`config.mk`:
```
export PLATFORM = sky130hd
export DESIGN_NAME = cpu_core_debug_controller
export DESIGN_NICKNAME = d
export VERILOG_FILES = /design/src/rtl/cpu_core_debug_pkg.sv /design/src/rtl/cpu_core_debug_axil_if.sv /design/src/rtl/cpu_core_debug_controller.sv
export SDC_FILE = /design/constraint.sdc
export NUM_CORES = 1
export LEC_CHECK = 0
export CAP_MARGIN = 25
export CORE_AREA = 5 5 454 456
export DETAILED_ROUTE_END_ITERATION = 10
export DIE_AREA = 0 0 459 461
export DONT_BUFFER_PORTS = 1
export GPL_ROUTABILITY_DRIVEN = 1
export HOLD_SLACK_MARGIN = 0.1
export PLACE_DENSITY_LB_ADDON = 0.05
export SLEW_MARGIN = 20
export SYNTH_ARGS = -nofsm -noshare
export SYNTH_HDL_FRONTEND = slang
export SYNTH_SLANG_ARGS = --single-unit
```
`constraint.sdc`:
```
create_clock -name s_axi_aclk -period 6 [get_ports s_axi_aclk]
set_input_delay 1.2 -clock s_axi_aclk [delete_from_list [all_inputs] [get_ports s_axi_aclk]]
set_output_delay 1.2 -clock s_axi_aclk [all_outputs]
set_load 0.01 [all_outputs]
```
`src/rtl/cpu_core_debug_pkg.sv`:
```
// Shared types and register map for the core debug controller.
// Holds the FSM encoding, word offsets, CTRL/STATUS bit positions and a byte-strobe merge helper.
package cpu_core_debug_pkg;

   typedef enum logic [1:0] {
      ST_HALT = 2'd0,
      ST_RUN  = 2'd1,
      ST_STEP = 2'd2
   } dbg_state_e;

   localparam logic [31:0] OFF_CTRL       = 32'h000;
   localparam logic [31:0] OFF_STATUS     = 32'h004;
   localparam logic [31:0] OFF_STEP_COUNT = 32'h008;
   localparam logic [31:0] OFF_CYCLE      = 32'h00C;
   localparam logic [31:0] OFF_BP_EN      = 32'h010;
   localparam logic [31:0] OFF_BP_ADDR    = 32'h040;
   localparam logic [31:0] OFF_REG        = 32'h100;
   localparam logic [31:0] OFF_PC         = 32'h180;

   localparam int CTRL_RUN       = 0;
   localparam int CTRL_STOP      = 1;
   localparam int CTRL_STEP      = 2;
   localparam int CTRL_CLR_CYCLE = 3;

   localparam int STAT_STATE_LSB  = 0;
   localparam int STAT_BP_HIT     = 2;
   localparam int STAT_BP_IDX_LSB = 8;

   function automatic logic [31:0] merge_strb(input logic [31:0] cur,
                                              input logic [31:0] wd,
                                              input logic [3:0]  strb);
      logic [31:0] res;
      res = cur;
      for (int b = 0; b < 4; b++) begin
         if (strb[b]) res[8*b +: 8] = wd[8*b +: 8];
      end
      return res;
   endfunction

endpackage

```
`src/rtl/cpu_core_debug_axil_if.sv`:
```
// AXI-Lite slave front end: turns channel handshakes into single-cycle wr_en / rd_en strobes.
// BVALID one cycle after AW and W are both held, RVALID one cycle after AR; one write and one read outstanding.
module cpu_core_debug_axil_if #(
   parameter int C_S_AXI_DATA_WIDTH = 32,
   parameter int C_S_AXI_ADDR_WIDTH = 16
) (
   input  logic                              s_axi_aclk,
   input  logic                              s_axi_aresetn,
   input  logic [C_S_AXI_ADDR_WIDTH-1:0]     s_axi_awaddr,
   input  logic                              s_axi_awvalid,
   output logic                              s_axi_awready,
   input  logic [C_S_AXI_DATA_WIDTH-1:0]     s_axi_wdata,
   input  logic [C_S_AXI_DATA_WIDTH/8-1:0]   s_axi_wstrb,
   input  logic                              s_axi_wvalid,
   output logic                              s_axi_wready,
   output logic [1:0]                        s_axi_bresp,
   output logic                              s_axi_bvalid,
   input  logic                              s_axi_bready,
   input  logic [C_S_AXI_ADDR_WIDTH-1:0]     s_axi_araddr,
   input  logic                              s_axi_arvalid,
   output logic                              s_axi_arready,
   output logic [C_S_AXI_DATA_WIDTH-1:0]     s_axi_rdata,
   output logic [1:0]                        s_axi_rresp,
   output logic                              s_axi_rvalid,
   input  logic                              s_axi_rready,
   output logic                              wr_en,
   output logic [C_S_AXI_ADDR_WIDTH-1:0]     wr_addr,
   output logic [C_S_AXI_DATA_WIDTH-1:0]     wr_data,
   output logic [C_S_AXI_DATA_WIDTH/8-1:0]   wr_strb,
   output logic                              rd_en,
   output logic [C_S_AXI_ADDR_WIDTH-1:0]     rd_addr,
   input  logic [C_S_AXI_DATA_WIDTH-1:0]     rd_data
);

   logic aw_held, w_held;

   // Ready terms are gated by reset so every ready reads 0 while reset is asserted.
   assign s_axi_awready = s_axi_aresetn & ~aw_held & ~s_axi_bvalid;
   assign s_axi_wready  = s_axi_aresetn & ~w_held  & ~s_axi_bvalid;
   assign s_axi_arready = s_axi_aresetn & ~s_axi_rvalid;
   assign s_axi_bresp   = 2'b00;
   assign s_axi_rresp   = 2'b00;

   assign wr_en   = aw_held & w_held;
   assign rd_en   = s_axi_arvalid & s_axi_arready;
   assign rd_addr = s_axi_araddr;

   always_ff @(posedge s_axi_aclk or negedge s_axi_aresetn) begin
      if (!s_axi_aresetn) begin
         aw_held      <= 1'b0;
         w_held       <= 1'b0;
         wr_addr      <= '0;
         wr_data      <= '0;
         wr_strb      <= '0;
         s_axi_bvalid <= 1'b0;
         s_axi_rvalid <= 1'b0;
         s_axi_rdata  <= '0;
      end else begin
         if (s_axi_awvalid && s_axi_awready) begin
            aw_held <= 1'b1;
            wr_addr <= s_axi_awaddr;
         end
         if (s_axi_wvalid && s_axi_wready) begin
            w_held  <= 1'b1;
            wr_data <= s_axi_wdata;
            wr_strb <= s_axi_wstrb;
         end
         if (wr_en) begin
            aw_held      <= 1'b0;
            w_held       <= 1'b0;
            s_axi_bvalid <= 1'b1;
         end else if (s_axi_bvalid && s_axi_bready) begin
            s_axi_bvalid <= 1'b0;
         end
         if (rd_en) begin
            s_axi_rvalid <= 1'b1;
            s_axi_rdata  <= rd_data;
         end else if (s_axi_rvalid && s_axi_rready) begin
            s_axi_rvalid <= 1'b0;
         end
      end
   end

endmodule

```
`src/rtl/cpu_core_debug_controller.sv`:
```
// Core run-control block: HALT/RUN/STEP gating of cexec, PC breakpoints, cycle counter, register snooping.
// cexec is combinational from state and breakpoint match; register access latency is set by the AXI-Lite front end.
module cpu_core_debug_controller
   import cpu_core_debug_pkg::*;
#(
   parameter int C_S_AXI_DATA_WIDTH = 32,
   parameter int C_S_AXI_ADDR_WIDTH = 16,
   parameter int NUM_REGS           = 32,
   parameter int NUM_BP             = 2
) (
   input  logic                              s_axi_aclk,
   input  logic                              s_axi_aresetn,
   input  logic [C_S_AXI_ADDR_WIDTH-1:0]     s_axi_awaddr,
   input  logic [2:0]                        s_axi_awprot,
   input  logic                              s_axi_awvalid,
   output logic                              s_axi_awready,
   input  logic [C_S_AXI_DATA_WIDTH-1:0]     s_axi_wdata,
   input  logic [C_S_AXI_DATA_WIDTH/8-1:0]   s_axi_wstrb,
   input  logic                              s_axi_wvalid,
   output logic                              s_axi_wready,
   output logic [1:0]                        s_axi_bresp,
   output logic                              s_axi_bvalid,
   input  logic                              s_axi_bready,
   input  logic [C_S_AXI_ADDR_WIDTH-1:0]     s_axi_araddr,
   input  logic [2:0]                        s_axi_arprot,
   input  logic                              s_axi_arvalid,
   output logic                              s_axi_arready,
   output logic [C_S_AXI_DATA_WIDTH-1:0]     s_axi_rdata,
   output logic [1:0]                        s_axi_rresp,
   output logic                              s_axi_rvalid,
   input  logic                              s_axi_rready,
   output logic                              cexec,
   input  logic [NUM_REGS*32-1:0]            core_regs,
   input  logic [31:0]                       core_pc
);

   logic                            wr_en, rd_en;
   logic [C_S_AXI_ADDR_WIDTH-1:0]   wr_addr, rd_addr;
   logic [C_S_AXI_DATA_WIDTH-1:0]   wr_data, rd_data;
   logic [C_S_AXI_DATA_WIDTH/8-1:0] wr_strb;
   logic                            unused_prot;

   assign unused_prot = ^{s_axi_awprot, s_axi_arprot};

   cpu_core_debug_axil_if #(
      .C_S_AXI_DATA_WIDTH(C_S_AXI_DATA_WIDTH),
      .C_S_AXI_ADDR_WIDTH(C_S_AXI_ADDR_WIDTH)
   ) u_axil_if (
      .s_axi_aclk(s_axi_aclk),       .s_axi_aresetn(s_axi_aresetn),
      .s_axi_awaddr(s_axi_awaddr),   .s_axi_awvalid(s_axi_awvalid), .s_axi_awready(s_axi_awready),
      .s_axi_wdata(s_axi_wdata),     .s_axi_wstrb(s_axi_wstrb),
      .s_axi_wvalid(s_axi_wvalid),   .s_axi_wready(s_axi_wready),
      .s_axi_bresp(s_axi_bresp),     .s_axi_bvalid(s_axi_bvalid),   .s_axi_bready(s_axi_bready),
      .s_axi_araddr(s_axi_araddr),   .s_axi_arvalid(s_axi_arvalid), .s_axi_arready(s_axi_arready),
      .s_axi_rdata(s_axi_rdata),     .s_axi_rresp(s_axi_rresp),
      .s_axi_rvalid(s_axi_rvalid),   .s_axi_rready(s_axi_rready),
      .wr_en(wr_en), .wr_addr(wr_addr), .wr_data(wr_data), .wr_strb(wr_strb),
      .rd_en(rd_en), .rd_addr(rd_addr), .rd_data(rd_data)
   );

   dbg_state_e        state, state_nxt;
   logic [31:0]       step_count, remaining, cycle_cnt, status;
   logic [NUM_BP-1:0] bp_en;
   logic [31:0]       bp_addr [NUM_BP];
   logic              bp_hit, first_run, bp_any, bp_match;
   logic [2:0]        bp_idx, bp_idx_nxt;
   logic [31:0]       wr_off, rd_off;
   logic [4:0]        reg_k;
   logic              ctrl_wr, cmd_run, cmd_stop, cmd_step, cmd_clr;
   logic [31:0]       regs_arr [NUM_REGS];

   for (genvar k = 0; k < NUM_REGS; k++) begin : g_regs
      assign regs_arr[k] = core_regs[32*k +: 32];
   end

   assign wr_off   = 32'(wr_addr) & ~32'h3;
   assign rd_off   = 32'(rd_addr) & ~32'h3;
   assign reg_k    = rd_off[6:2];
   assign ctrl_wr  = wr_en && (wr_off == OFF_CTRL) && wr_strb[0];
   assign cmd_run  = ctrl_wr & wr_data[CTRL_RUN];
   assign cmd_stop = ctrl_wr & wr_data[CTRL_STOP];
   assign cmd_step = ctrl_wr & wr_data[CTRL_STEP];
   assign cmd_clr  = ctrl_wr & wr_data[CTRL_CLR_CYCLE];

   // Descending scan so the lowest matching index is the one left in bp_idx_nxt.
   always_comb begin
      bp_any     = 1'b0;
      bp_idx_nxt = '0;
      for (int i = NUM_BP - 1; i >= 0; i--) begin
         if (bp_en[i] && (bp_addr[i] == core_pc)) begin
            bp_any     = 1'b1;
            bp_idx_nxt = 3'(i);
         end
      end
   end

   // first_run lets a resume step off the PC that caused the previous breakpoint halt.
   assign bp_match = bp_any && (state == ST_RUN) && !first_run;

   always_comb begin
      state_nxt = state;
      cexec     = 1'b0;
      case (state)
         ST_HALT: begin
            if (!cmd_stop && cmd_run)                              state_nxt = ST_RUN;
            else if (!cmd_stop && cmd_step && step_count != 32'd0) state_nxt = ST_STEP;
         end
         ST_RUN: begin
            cexec = !bp_match;
            if (cmd_stop || bp_match) state_nxt = ST_HALT;
         end
         ST_STEP: begin
            cexec = 1'b1;
            if (cmd_stop || remaining == 32'd1) state_nxt = ST_HALT;
         end
         default: state_nxt = ST_HALT;
      endcase
   end

   always_ff @(posedge s_axi_aclk or negedge s_axi_aresetn) begin
      if (!s_axi_aresetn) begin
         state      <= ST_HALT;
         first_run  <= 1'b0;
         remaining  <= '0;
         step_count <= '0;
         cycle_cnt  <= '0;
         bp_en      <= '0;
         bp_hit     <= 1'b0;
         bp_idx     <= '0;
         for (int i = 0; i < NUM_BP; i++) bp_addr[i] <= '0;
      end else begin
         state     <= state_nxt;
         first_run <= (state == ST_HALT) && (state_nxt == ST_RUN);
         if (state == ST_HALT && state_nxt == ST_STEP) remaining <= step_count;
         else if (state == ST_STEP)                    remaining <= remaining - 32'd1;
         if (bp_match) begin
            bp_hit <= 1'b1;
            bp_idx <= bp_idx_nxt;
         end else if (state == ST_HALT && state_nxt == ST_RUN) begin
            bp_hit <= 1'b0;
         end
         if (cmd_clr)    cycle_cnt <= '0;
         else if (cexec) cycle_cnt <= cycle_cnt + 32'd1;
         if (wr_en) begin
            if (wr_off == OFF_STEP_COUNT) step_count <= merge_strb(step_count, wr_data, wr_strb);
            if (wr_off == OFF_BP_EN)      bp_en <= NUM_BP'(merge_strb(32'(bp_en), wr_data, wr_strb));
            for (int i = 0; i < NUM_BP; i++) begin
               if (wr_off == OFF_BP_ADDR + 32'(4*i))
                  bp_addr[i] <= merge_strb(bp_addr[i], wr_data, wr_strb);
            end
         end
      end
   end

   always_comb begin
      status = '0;
      status[STAT_STATE_LSB +: 2]  = state;
      status[STAT_BP_HIT]          = bp_hit;
      status[STAT_BP_IDX_LSB +: 3] = bp_idx;
   end

   // Live inputs are muxed here and captured by the front end on the AR handshake.
   always_comb begin
      rd_data = '0;
      if (rd_en) begin
         case (rd_off)
            OFF_STATUS:     rd_data = status;
            OFF_STEP_COUNT: rd_data = step_count;
            OFF_CYCLE:      rd_data = cycle_cnt;
            OFF_BP_EN:      rd_data = 32'(bp_en);
            OFF_PC:         rd_data = core_pc;
            default: begin
               for (int i = 0; i < NUM_BP; i++) begin
                  if (rd_off == OFF_BP_ADDR + 32'(4*i)) rd_data = bp_addr[i];
               end
               if (rd_off >= OFF_REG && rd_off < OFF_REG + 32'h80 && int'(reg_k) < NUM_REGS)
                  rd_data = regs_arr[reg_k];
            end
         endcase
      end
   end

endmodule

```
==> metrics.csv, run 1 <==
metric,value,unit
synth_top_area_share,34.7,%
place_congestion,1.01,
nNetsFinal,2696,
async_reset_ff_share,100,%
drv_cap,0,
fin_crit,5460,ps
multiInputGateArea,13900,um2
hold_class,in -> async,
grt_max_degree,267,
reg2reg_from,u_axil_if.wr_addr[5],
core_area,201000,um2
cellPowerDensity,231,nW/um2
max_stage_delay,740,ps
finalCritPeriodShare,91.0,%
crit_chain,buf_16 -> buf_16 -> buf_16 -> mux4_2 -> mux4_2 -> mux2i_1 -> buf_4 -> nor2_1 -> a2111oi_0 -> buf_4 -> o21ai_1,
clk_latency,590,ps
p_clk_share,39.0,%
cts_buffers,38,
ant_nets,0,
synth_most_common_cell,mux4_2,
syn-mean-instance-area,13.2,um2
ys_ff_latch,253,
cts_resized,0,
clockBufferDepth,3,
drive_gt1_share,40.8,%
grt_overflow,0,
seq_area,6330,um2
first_pass_iters,5,
cts_num_sinks,253,
num_io_pins,1179,
start_util,10.3,%
synthCells,1576,
reg2reg_slack,2300,ps
die_y,461,um
post_drt_wl_per_cell,40.2,um
setup-tns-final,0,ps
hpwlAfterDp,148,mm
route.vias.total,16657,
path_class,in -> reg,
p_int,0.00397,W
p_comb_share,22.5,%
dieArea,212000,um2
syn_area,20800,um2
synth.area.top_cells,"mux4_2 35%, dfrtp_1 30%, mux2_2 8.0%, xor2_1 3.3%, a22o_1 2.4%",
violations,max-slew violations,
fillers,22559,
crit_slowest_cell,mux4_2,
critical_path.startpoint_type,primary input,
yosys.area.top_type,mux4_2,
max_freq,183,MHz
die_w,459,um
h-tree-depth,2,
synth_cell_types,64,
maxSlewHeadroom,-35.5,%
seq_power_share,38.4,%
status,"finished, violations left",
grt_use_total,15.7,%
synth_edf_count,0,
rows,165,
viasPerCell,3.86,
irDropWorstVdd,0.189,mV
cp_max_fo,117,
yosysWarnings,0,
clkTransAtPathRegs,60,ps
cpMostUsedCell,buf_16,
drt-initial-drc-count,1345,
regToRegEndpoint,bp_addr[14],
io_buffers,0,
slew_violations,133,
swShare,32.9,%
cp.arrival,5900,ps
placed_cell_area,24200,um2
r2r_cells,6,
p_leak,9.14,nW
crit_start,s_axi_araddr[2],
grt_pass1_wl,214,mm
crit_required,6440,ps
end_kind,flop,
design_area,25600,um2
routed_wl,173,mm
hold_buffers,0,
syn2layout_area_growth,23.1,%
fin_skew,39.5,ps
rsz0062_at_grt,false,
hold_violations,0,
cts_setup_buffers,0,
finalSetupViolCount,0,
antenna_found_initial,192,
cts_tree,yes,
synth_common_cells,"320 x mux4_2, 253 x dfrtp_1, 147 x mux2_2",
ys.flop_type,dfrtp_1,
ctsRootBufferMaster,clkbuf_16,
utilization,12.7,%
worst_pin_slew,2030,ps
drc,0,
p_switching,0.00195,W
ys_seq_area_share,30.4,%
grt_pass1_vias,17597,
==> power by group through the flow <==
| stage | sequential [W] | clock [W] | combinational (W) |
|---|---|---|---|
| 2_1_floorplan | 0.00209 | 0 | 0.000949 |
| 3_5_place_dp | 0.00231 | 0 | 0.00137 |
| 4_1_cts | 0.00229 | 0.00244 | 0.00138 |
| 6_report | 0.00227 | 0.00231 | 0.00133 |
| 3_3_place_gp | 0.00231 | 0 | 0.00137 |
| 5_1_grt | 0.00232 | 0.00248 | 0.00144 |
==> critical path, delay by kind of cell <==
family | cells | cell delay, ps
compound gates | 2 | 700
buf+inv | 5 | 1590
mux | 3 | 1710
simple gates | 1 | 50
==> routing by layer <==
layer | routed length (um) | global-route usage [%]
met5 | 643 | 0
met4 | 6010 | 5.04
met3 | 15100 | 6.02
met2 | 81600 | 25.5
met1 | 70100 | 19.0
==> layout make-up <==
class                           count  share of cell area, %
Multi-Input combinational cell   1170                   54.2
Sequential cell                   253                   24.7
Tap cell                         2672                   13.1
Clock buffer                       58                   4.44
Timing Repair Buffer               65                   2.25
Antenna cell                       62                  0.606
Clock inverter                      9                  0.357
Inverter                           24                  0.352
==> per-stage QoR <==
step | total power [W] | instances | hold slack, ps | worst slack (ps)
floorplan | 0.00304 | 1579 | 466 | 2020
global placement | 0.00368 | 4181 | 477 | 107
detailed placement | 0.00368 | 4183 | 488 | 138
CTS | 0.00611 | 4250 | 255 | 780
global route | 0.00624 | 4287 | 259 | 301
finish | 0.00592 | 4313 | 307 | 540
==> cells by family (layout without fill, tap and decap cells) <==
group           count (synthesis)  count (layout)  share of synthesized area (%)
xor+xnor                      119             119                           5.01
simple gates                  334             334                           8.36
buf+inv                       156             156                           3.17
mux                           532             532                           46.5
fa+ha+maj                       7               7                          0.421
compound gates                174             174                           6.11
other cells                     1              66                         0.0180
flops                         253             253                           30.4
==> layout by cell type, fill, tap and decap left out, drive strengths merged, types with 35 or more instances in the layout <==
cell type / instances
a22o: 56
diode: 62
mux2i: 35
clkbuf: 58
dfrtp: 253
nor2: 84
xor2: 79
nor4: 49
buf: 65
xnor2: 40
o21ai: 47
nand2: 73
mux4: 320
mux2: 177
==> how the worst max path moves through the flow <==
stage	slack, ps	end	cells after the start
2_1_floorplan	2020	cexec	8
3_3_place_gp	110	u_axil_if.s_axi_rdata[24]	10
3_5_place_dp	140	u_axil_if.s_axi_rdata[24]	10
4_1_cts	780	u_axil_if.s_axi_rdata[24]	10
5_1_grt	300	u_axil_if.s_axi_rdata[24]	11
6_report	540	u_axil_if.s_axi_rdata[24]	11
==> sequential cells by signal, indices dropped and copies added (netlist names) <==
signal and cells:
u_axil_if.s_axi_rvalid 1, bp_en 2, u_axil_if.s_axi_rdata 32, u_axil_if.w_held 1, u_axil_if.wr_strb 4, first_run 1, cycle_cnt 32, u_axil_if.aw_held 1
bp_hit 1, bp_addr 64, state 2, step_count 32, bp_idx 1, remaining 32, u_axil_if.wr_data 32, u_axil_if.s_axi_bvalid 1
u_axil_if.wr_addr 14
Power figures use the tool's default switching activity.
==> run 2: changes to the inputs <==
--- a/config.mk
+++ b/config.mk
@@ -5,10 +5,11 @@
 export SDC_FILE = /design/constraint.sdc
 export NUM_CORES = 1
 export LEC_CHECK = 0
+export ABC_AREA = 1
 export CAP_MARGIN = 25
-export CORE_AREA = 5 5 454 456
+export CORE_AREA = 5 5 462 464
 export DETAILED_ROUTE_END_ITERATION = 10
-export DIE_AREA = 0 0 459 461
+export DIE_AREA = 0 0 467 469
 export DONT_BUFFER_PORTS = 1
 export GPL_ROUTABILITY_DRIVEN = 1
 export HOLD_SLACK_MARGIN = 0.1
==> run 2 against run 1 <==
The flow now finishes without violations. Utilization barely moved. Combinational power up 8%. Highest routed layer unchanged. Die area grew 3.5%. Critical endpoint is now cexec. Wire length grew 37%. Register-to-register slack improved by 140 ps.
==> metrics.csv, run 2 <==
metric,value,unit
rows,168,
cts_resized,0,
crit_required,4800,ps
synth_common_cells,"1,208 x nand2_1, 253 x dfrtp_1, 237 x inv_1",
final_cell_mix,"1,206 x nand2_1, 253 x dfrtp_1, 234 x inv_1, 214 x nor2_1, 196 x nand3_1",
grt_overflow,0,
rsz0062_at_grt,false,
ant_nets,0,
cts_num_sinks,253,
num_io_pins,1179,
design_area,26500,um2
hold_class,in -> async,
hold_violations,0,
fin_crit,4510,ps
grt_max_degree,255,
syn_area,21500,um2
p_comb_share,23.4,%
finalCritPeriodShare,75.1,%
hold_buffers,0,
first_pass_iters,6,
crit_chain,inv_1 -> ha_1 -> nand2_1 -> nor2_1 -> nand2_1 -> nor2_1 -> nand2_1 -> nor2_1 -> nand3_1 -> nand3_1 -> nand2_1 -> nand2_2 -> inv_1,
regMostFlops,bp_addr,
dieArea,219000,um2
finalSetupViolCount,0,
crit_slowest_cell,dfrtp_1,
clk_latency,620,ps
drt-initial-drc-count,1916,
critical_path.startpoint_type,flop,
p_switching,0.00223,W
max_stage_delay,440,ps
yosys.area.top_type,dfrtp_1,
p_leak,9.94,nW
synthCells,3387,
cellPowerDensity,230,nW/um2
ys_seq_area_share,29.5,%
viasPerCell,4.12,
largest_register_ffs,64,
routed_wl,237,mm
utilization,12.7,%
async_reset_ff_share,100,%
ys_ff_latch,253,
grt_pass1_vias,25932,
syn-mean-instance-area,6.34,um2
synth_most_common_cell,nand2_1,
swShare,36.6,%
synth_cell_types,58,
die_w,467,um
syn2layout_area_growth,23.2,%
end_kind,output port,
post_drt_wl_per_cell,38.5,um
die_y,469,um
p_clk_share,43.9,%
final_common_cell,nand2_1,
cts_tree,yes,
start_util,10.3,%
grt_use_total,20.5,%
setup-tns-final,0,ps
irDropWorstVdd,0.168,mV
grt_pass1_wl,294,mm
clockBufferDepth,3,
hpwlAfterDp,201,mm
yosysWarnings,0,
placed_cells,6058,
synth_edf_count,0,
ctsRootBufferMaster,clkbuf_16,
clkTransAtPathRegs,60,ps
cts_setup_buffers,0,
cp.arrival,3310,ps
slew_violations,0,
fin_skew,42.2,ps
p_int,0.00386,W
nNetsFinal,4445,
place_congestion,0.875,
drv_cap,0,
cts_buffers,42,
core_area,209000,um2
ys.flop_type,dfrtp_1,
fin_cells,6158,
seq_power_share,32.7,%
route.vias.total,25380,
synth_top_area_share,29.5,%
h-tree-depth,2,
max_freq,222,MHz
status,"complete, no violations",
antenna_found_initial,91,
maxSlewHeadroom,28.1,%
path_class,reg -> out,
drive_gt1_share,6.81,%
cpMostUsedCell,nand2_1,
placed_cell_area,24900,um2
drc,0,
cp_max_fo,10,
worst_pin_slew,1070,ps
io_buffers,0,
synth.area.top_cells,"dfrtp_1 29%, nand2_1 21%, nand4_1 5.0%, nand3_1 4.6%, inv_1 4.1%",
-- run 2: cell count changes after synthesis, sizes merged, moves of 147 or more --
cell and delta:
a21oi +147, inv +234, nand3 +169, mux4 -320, mux2 -172, nand2 +1139
nand4 +162
-- run 2: area by class of cell --
| class | count | area (um2) |
|---|---|---|
| antenna | 18 | 45.0 |
| clock buffer | 61 | 1220 |
| clock inverter | 17 | 234 |
| fill | 24601 | 182000 |
| inverter | 262 | 997 |
| multi-input combinational | 2653 | 13300 |
| sequential | 253 | 6330 |
| tap | 2805 | 3510 |
| timing repair buffer | 89 | 866 |
-- run 2: routing by layer --
metal	vias up	global-route usage, %	routed length (um)	share of wire (%)
met4	62	2.95	3880	1.6
met5	-	0	370	0.16
met1	12590	25.2	98200	41
met2	1023	36.5	117000	50
met3	230	5.67	17200	7.2
li1	11475	-	-	-
-- run 2: path summary, 6_finish.rpt --
path / end / startpoint / cells after the start / slack [ps]
setup / recovery: cexec / state[1] / 13 / 1490
setup reg to reg: cycle_cnt[6] / state[1] / 17 / 2440
min in group s_axi_aclk: step_count[11] / step_count[11] / 2 / 480
max in group asynchronous: u_axil_if.s_axi_rdata[2] / s_axi_aresetn / 2 / 4000
hold reg to reg: step_count[11] / step_count[11] / 2 / 480
hold / removal: u_axil_if.wr_data[24] / s_axi_aresetn / 0 / 310
-- run 2: critical path, delay by kind of cell (launching register included) --
kind,cells,cell delay [ps]
adder cells (fa/ha/maj),1,220
buffers and inverters,2,650
flip-flops,1,440
AND/OR/NAND/NOR,10,1370
-- run 2: cell families (layout without fill, tap and decap cells) --
kind of cell | after synthesis | after routing | share of synthesized area, %
compound gates | 701 | 701 | 21.2
buf+inv | 484 | 429 | 9.11
mux | 7 | 7 | 0.355
simple gates | 1888 | 1888 | 37.5
other cells | 1 | 22 | 0.0175
xor+xnor | 46 | 46 | 1.88
flops | 253 | 253 | 29.5
fa+ha+maj | 7 | 7 | 0.408
-- run 2: power by group through the flow --
stage,combinational [W],sequential [W],clock [W]
2_1_floorplan,0.000727,0.00198,0
3_3_place_gp,0.00144,0.00203,0
3_5_place_dp,0.00145,0.00203,0
4_1_cts,0.00145,0.00200,0.00279
5_1_grt,0.00158,0.00201,0.00284
6_report,0.00143,0.00199,0.00267
-- run 2: stage by stage --
step           hold WS (ps)  worst slack (ps)  total power (W)
2_1_floorplan           446              2500          0.00271
3_3_place_gp            471              1120          0.00347
3_5_place_dp            474              1280          0.00347
4_1_cts                 294              1400          0.00624
5_1_grt                 262              1320          0.00643
6_report                309              1490          0.00609
==> run 3: changes to the inputs <==
--- a/config.mk
+++ b/config.mk
@@ -7,9 +7,9 @@
 export LEC_CHECK = 0
 export ABC_AREA = 1
 export CAP_MARGIN = 25
-export CORE_AREA = 5 5 462 464
+export CORE_AREA = 5 5 452 454
 export DETAILED_ROUTE_END_ITERATION = 10
-export DIE_AREA = 0 0 467 469
+export DIE_AREA = 0 0 457 459
 export DONT_BUFFER_PORTS = 1
 export GPL_ROUTABILITY_DRIVEN = 1
 export HOLD_SLACK_MARGIN = 0.1
==> constraint.sdc (replaced) <==
create_clock -name s_axi_aclk -period 3.76 [get_ports s_axi_aclk]
set_input_delay 0.752 -clock s_axi_aclk [delete_from_list [all_inputs] [get_ports s_axi_aclk]]
set_output_delay 0.752 -clock s_axi_aclk [all_outputs]
set_load 0.01 [all_outputs]
==> run 3 against run 2 <==
The flow now finishes with violations (negative hold slack). Clock power is 51% higher. Register-to-register slack worse by 1600 ps. Count of clock-buffer cells in the layout is 3 higher. Clock skew is 3.0 ps higher. Power is 58% higher. Sequential power is 60% higher. Worst hold slack worse by 400 ps. Final area is 2.8% higher. Cell count is 0.60% lower. Worst setup slack worse by 1300 ps. Largest power group unchanged.
==> metrics.csv, run 3 (same netlist as run 2, synthesis figures left out) <==
metric,value,unit
finalSetupViolCount,0,
finalCritPeriodShare,94.1,%
post_drt_wl_per_cell,38.9,um
critical_path.startpoint_type,flop,
reg2reg_from,step_count[14],
grt_use_total,21.6,%
rows,164,
syn2layout_area_growth,26.7,%
io_buffers,0,
ant_nets,0,
drc,0,
grt_pass1_wl,300,mm
routed_wl,238,mm
cts_num_sinks,253,
dieArea,210000,um2
swShare,37.2,%
final_common_cell,nand2_1,
nNetsFinal,4559,
p_clk_share,41.9,%
clkTransAtPathRegs,50,ps
max_stage_delay,430,ps
p_leak,10.5,nW
cts_buffers,41,
path_class,reg -> out,
cp_max_fo,4,
worst-path-buf-inv,3,
placed_cell_area,25700,um2
seq_area,6330,um2
worst_pin_slew,1380,ps
die_w,457,um
ctsRootBufferMaster,clkbuf_16,
power,0.00962,W
h-tree-depth,2,
grt_util_met1,27.1,%
drt-initial-drc-count,1983,
route.vias.total,25761,
top_usage_layer,met2,
use_met2,38.8,%
clockBufferDepth,3,
multiInputGateArea,13300,um2
fillers,23333,
design_area,27200,um2
status,"finished, violations left",
num_io_pins,1179,
violations,negative hold slack,
slew_violations,0,
rsz0062_at_grt,false,
hpwlAfterDp,205,mm
end_kind,output port,
crit_chain,inv_2 -> ha_1 -> nand2_2 -> nor2_1 -> nand2_1 -> nor2_1 -> nand2_1 -> nor2_1 -> nand3_2 -> nand3_1 -> nand2_1 -> nand2_4 -> inv_1 -> buf_4,
grt_overflow,0,
first_pass_iters,5,
core_area,199000,um2
grt_max_degree,255,
seq_power_share,33.2,%
dp_slack,2.37,ps
setup_ws,223,ps
cts_tree,yes,
final_cell_mix,"1,205 x nand2_1, 253 x dfrtp_1, 234 x inv_1, 213 x nor2_1, 194 x nand3_1",
p_comb_share,24.9,%
antenna_found_initial,93,
largest_register_ffs,64,
worst_hold_slack,-86.4,ps
cellPowerDensity,354,nW/um2
p_int,0.00605,W
maxSlewHeadroom,7.01,%
p_switching,0.00358,W
crit_slowest_cell,dfrtp_1,
clk_latency,630,ps
setup-tns-final,0,ps
max_freq,283,MHz
fin_skew,45.1,ps
hold_class,in -> async,
die_y,459,um
grt.met3_usage,4.35,%
regMostFlops,bp_addr,
drv_cap,0,
place_congestion,0.893,
cp.arrival,2790,ps
irDropWorstVdd,0.250,mV
drive_gt1_share,9.92,%
cp_top_family,simple AND/OR/NAND/NOR gates,
grt_pass1_vias,26459,
fin_crit,3540,ps
start_util,10.8,%
crit_required,3010,ps
crit_start,state[1],
hold_violations,135,
viasPerCell,4.21,
## run 3: changes by cell type in the layout (fill, tap and decap cells not counted), moves of 2 or more
cell,previous run,this run
a221oi_1,53,51
a221oi_2,0,2
buf_12,12,25
buf_16,2,0
buf_4,73,178
bufinv_16,5,2
clkbuf_1,9,11
clkbuf_8,10,12
clkinv_2,8,6
inv_6,2,0
nand3_1,196,194
nand3_2,1,3
## run 3: repair_timing
| item | in CTS | in global routing |
|---|---|---|
| gates cloned | 0 | 0 |
| gates resized for setup | 4 | 2 |
| hold endpoints to repair | 253 | 253 |
| setup buffers | 0 | 0 |
| setup endpoints to repair | 1 | 1 |
## run 3: final timing paths
| kind | to | slack [ps] | depth (start not counted) |
|---|---|---|---|
| hold reg to reg | cycle_cnt[3] | 470 | 1 |
| hold / removal | u_axil_if.wr_data[30] | -90 | 0 |
| setup reg to reg | remaining[8] | 830 | 15 |
| min in group s_axi_aclk | u_axil_if.s_axi_bvalid | 250 | 1 |
| setup / recovery | cexec | 220 | 14 |
| max in group asynchronous | u_axil_if.s_axi_rvalid | 2850 | 0 |
## run 3: stage by stage
step	std cells	util, %
final	6121	13.7
after global routing	6110	13.6
after CTS	6103	13.6
after detailed placement	6028	12.9
after global placement	6026	12.9
after floorplan	3390	-
## run 3: power by group through the flow
stage	Sequential (W)	Clock [W]	Combinational [W]
detailed placement	0.00325	0	0.00252
floorplan	0.00316	0	0.00116
global placement	0.00325	0	0.00251
global route	0.00323	0.00430	0.00261
CTS	0.00320	0.00421	0.00252
finish	0.00319	0.00403	0.00240
## run 3: cell type report
cell class | count | share of cell area (%)
clock buffers | 64 | 4.53
repair buffers | 204 | 6.77
well taps | 2656 | 12.2
flip-flops and latches | 253 | 23.3
inverters | 262 | 3.67
diodes | 18 | 0.166
clock inverters | 11 | 0.584
multi-input cells | 2653 | 48.8
## run 3: metal layers
layer	share of wire, %	up-vias
met5	0.11	-
met4	1.6	42
met3	5.3	208
met2	50	992
met1	43	12838
li1	-	11681
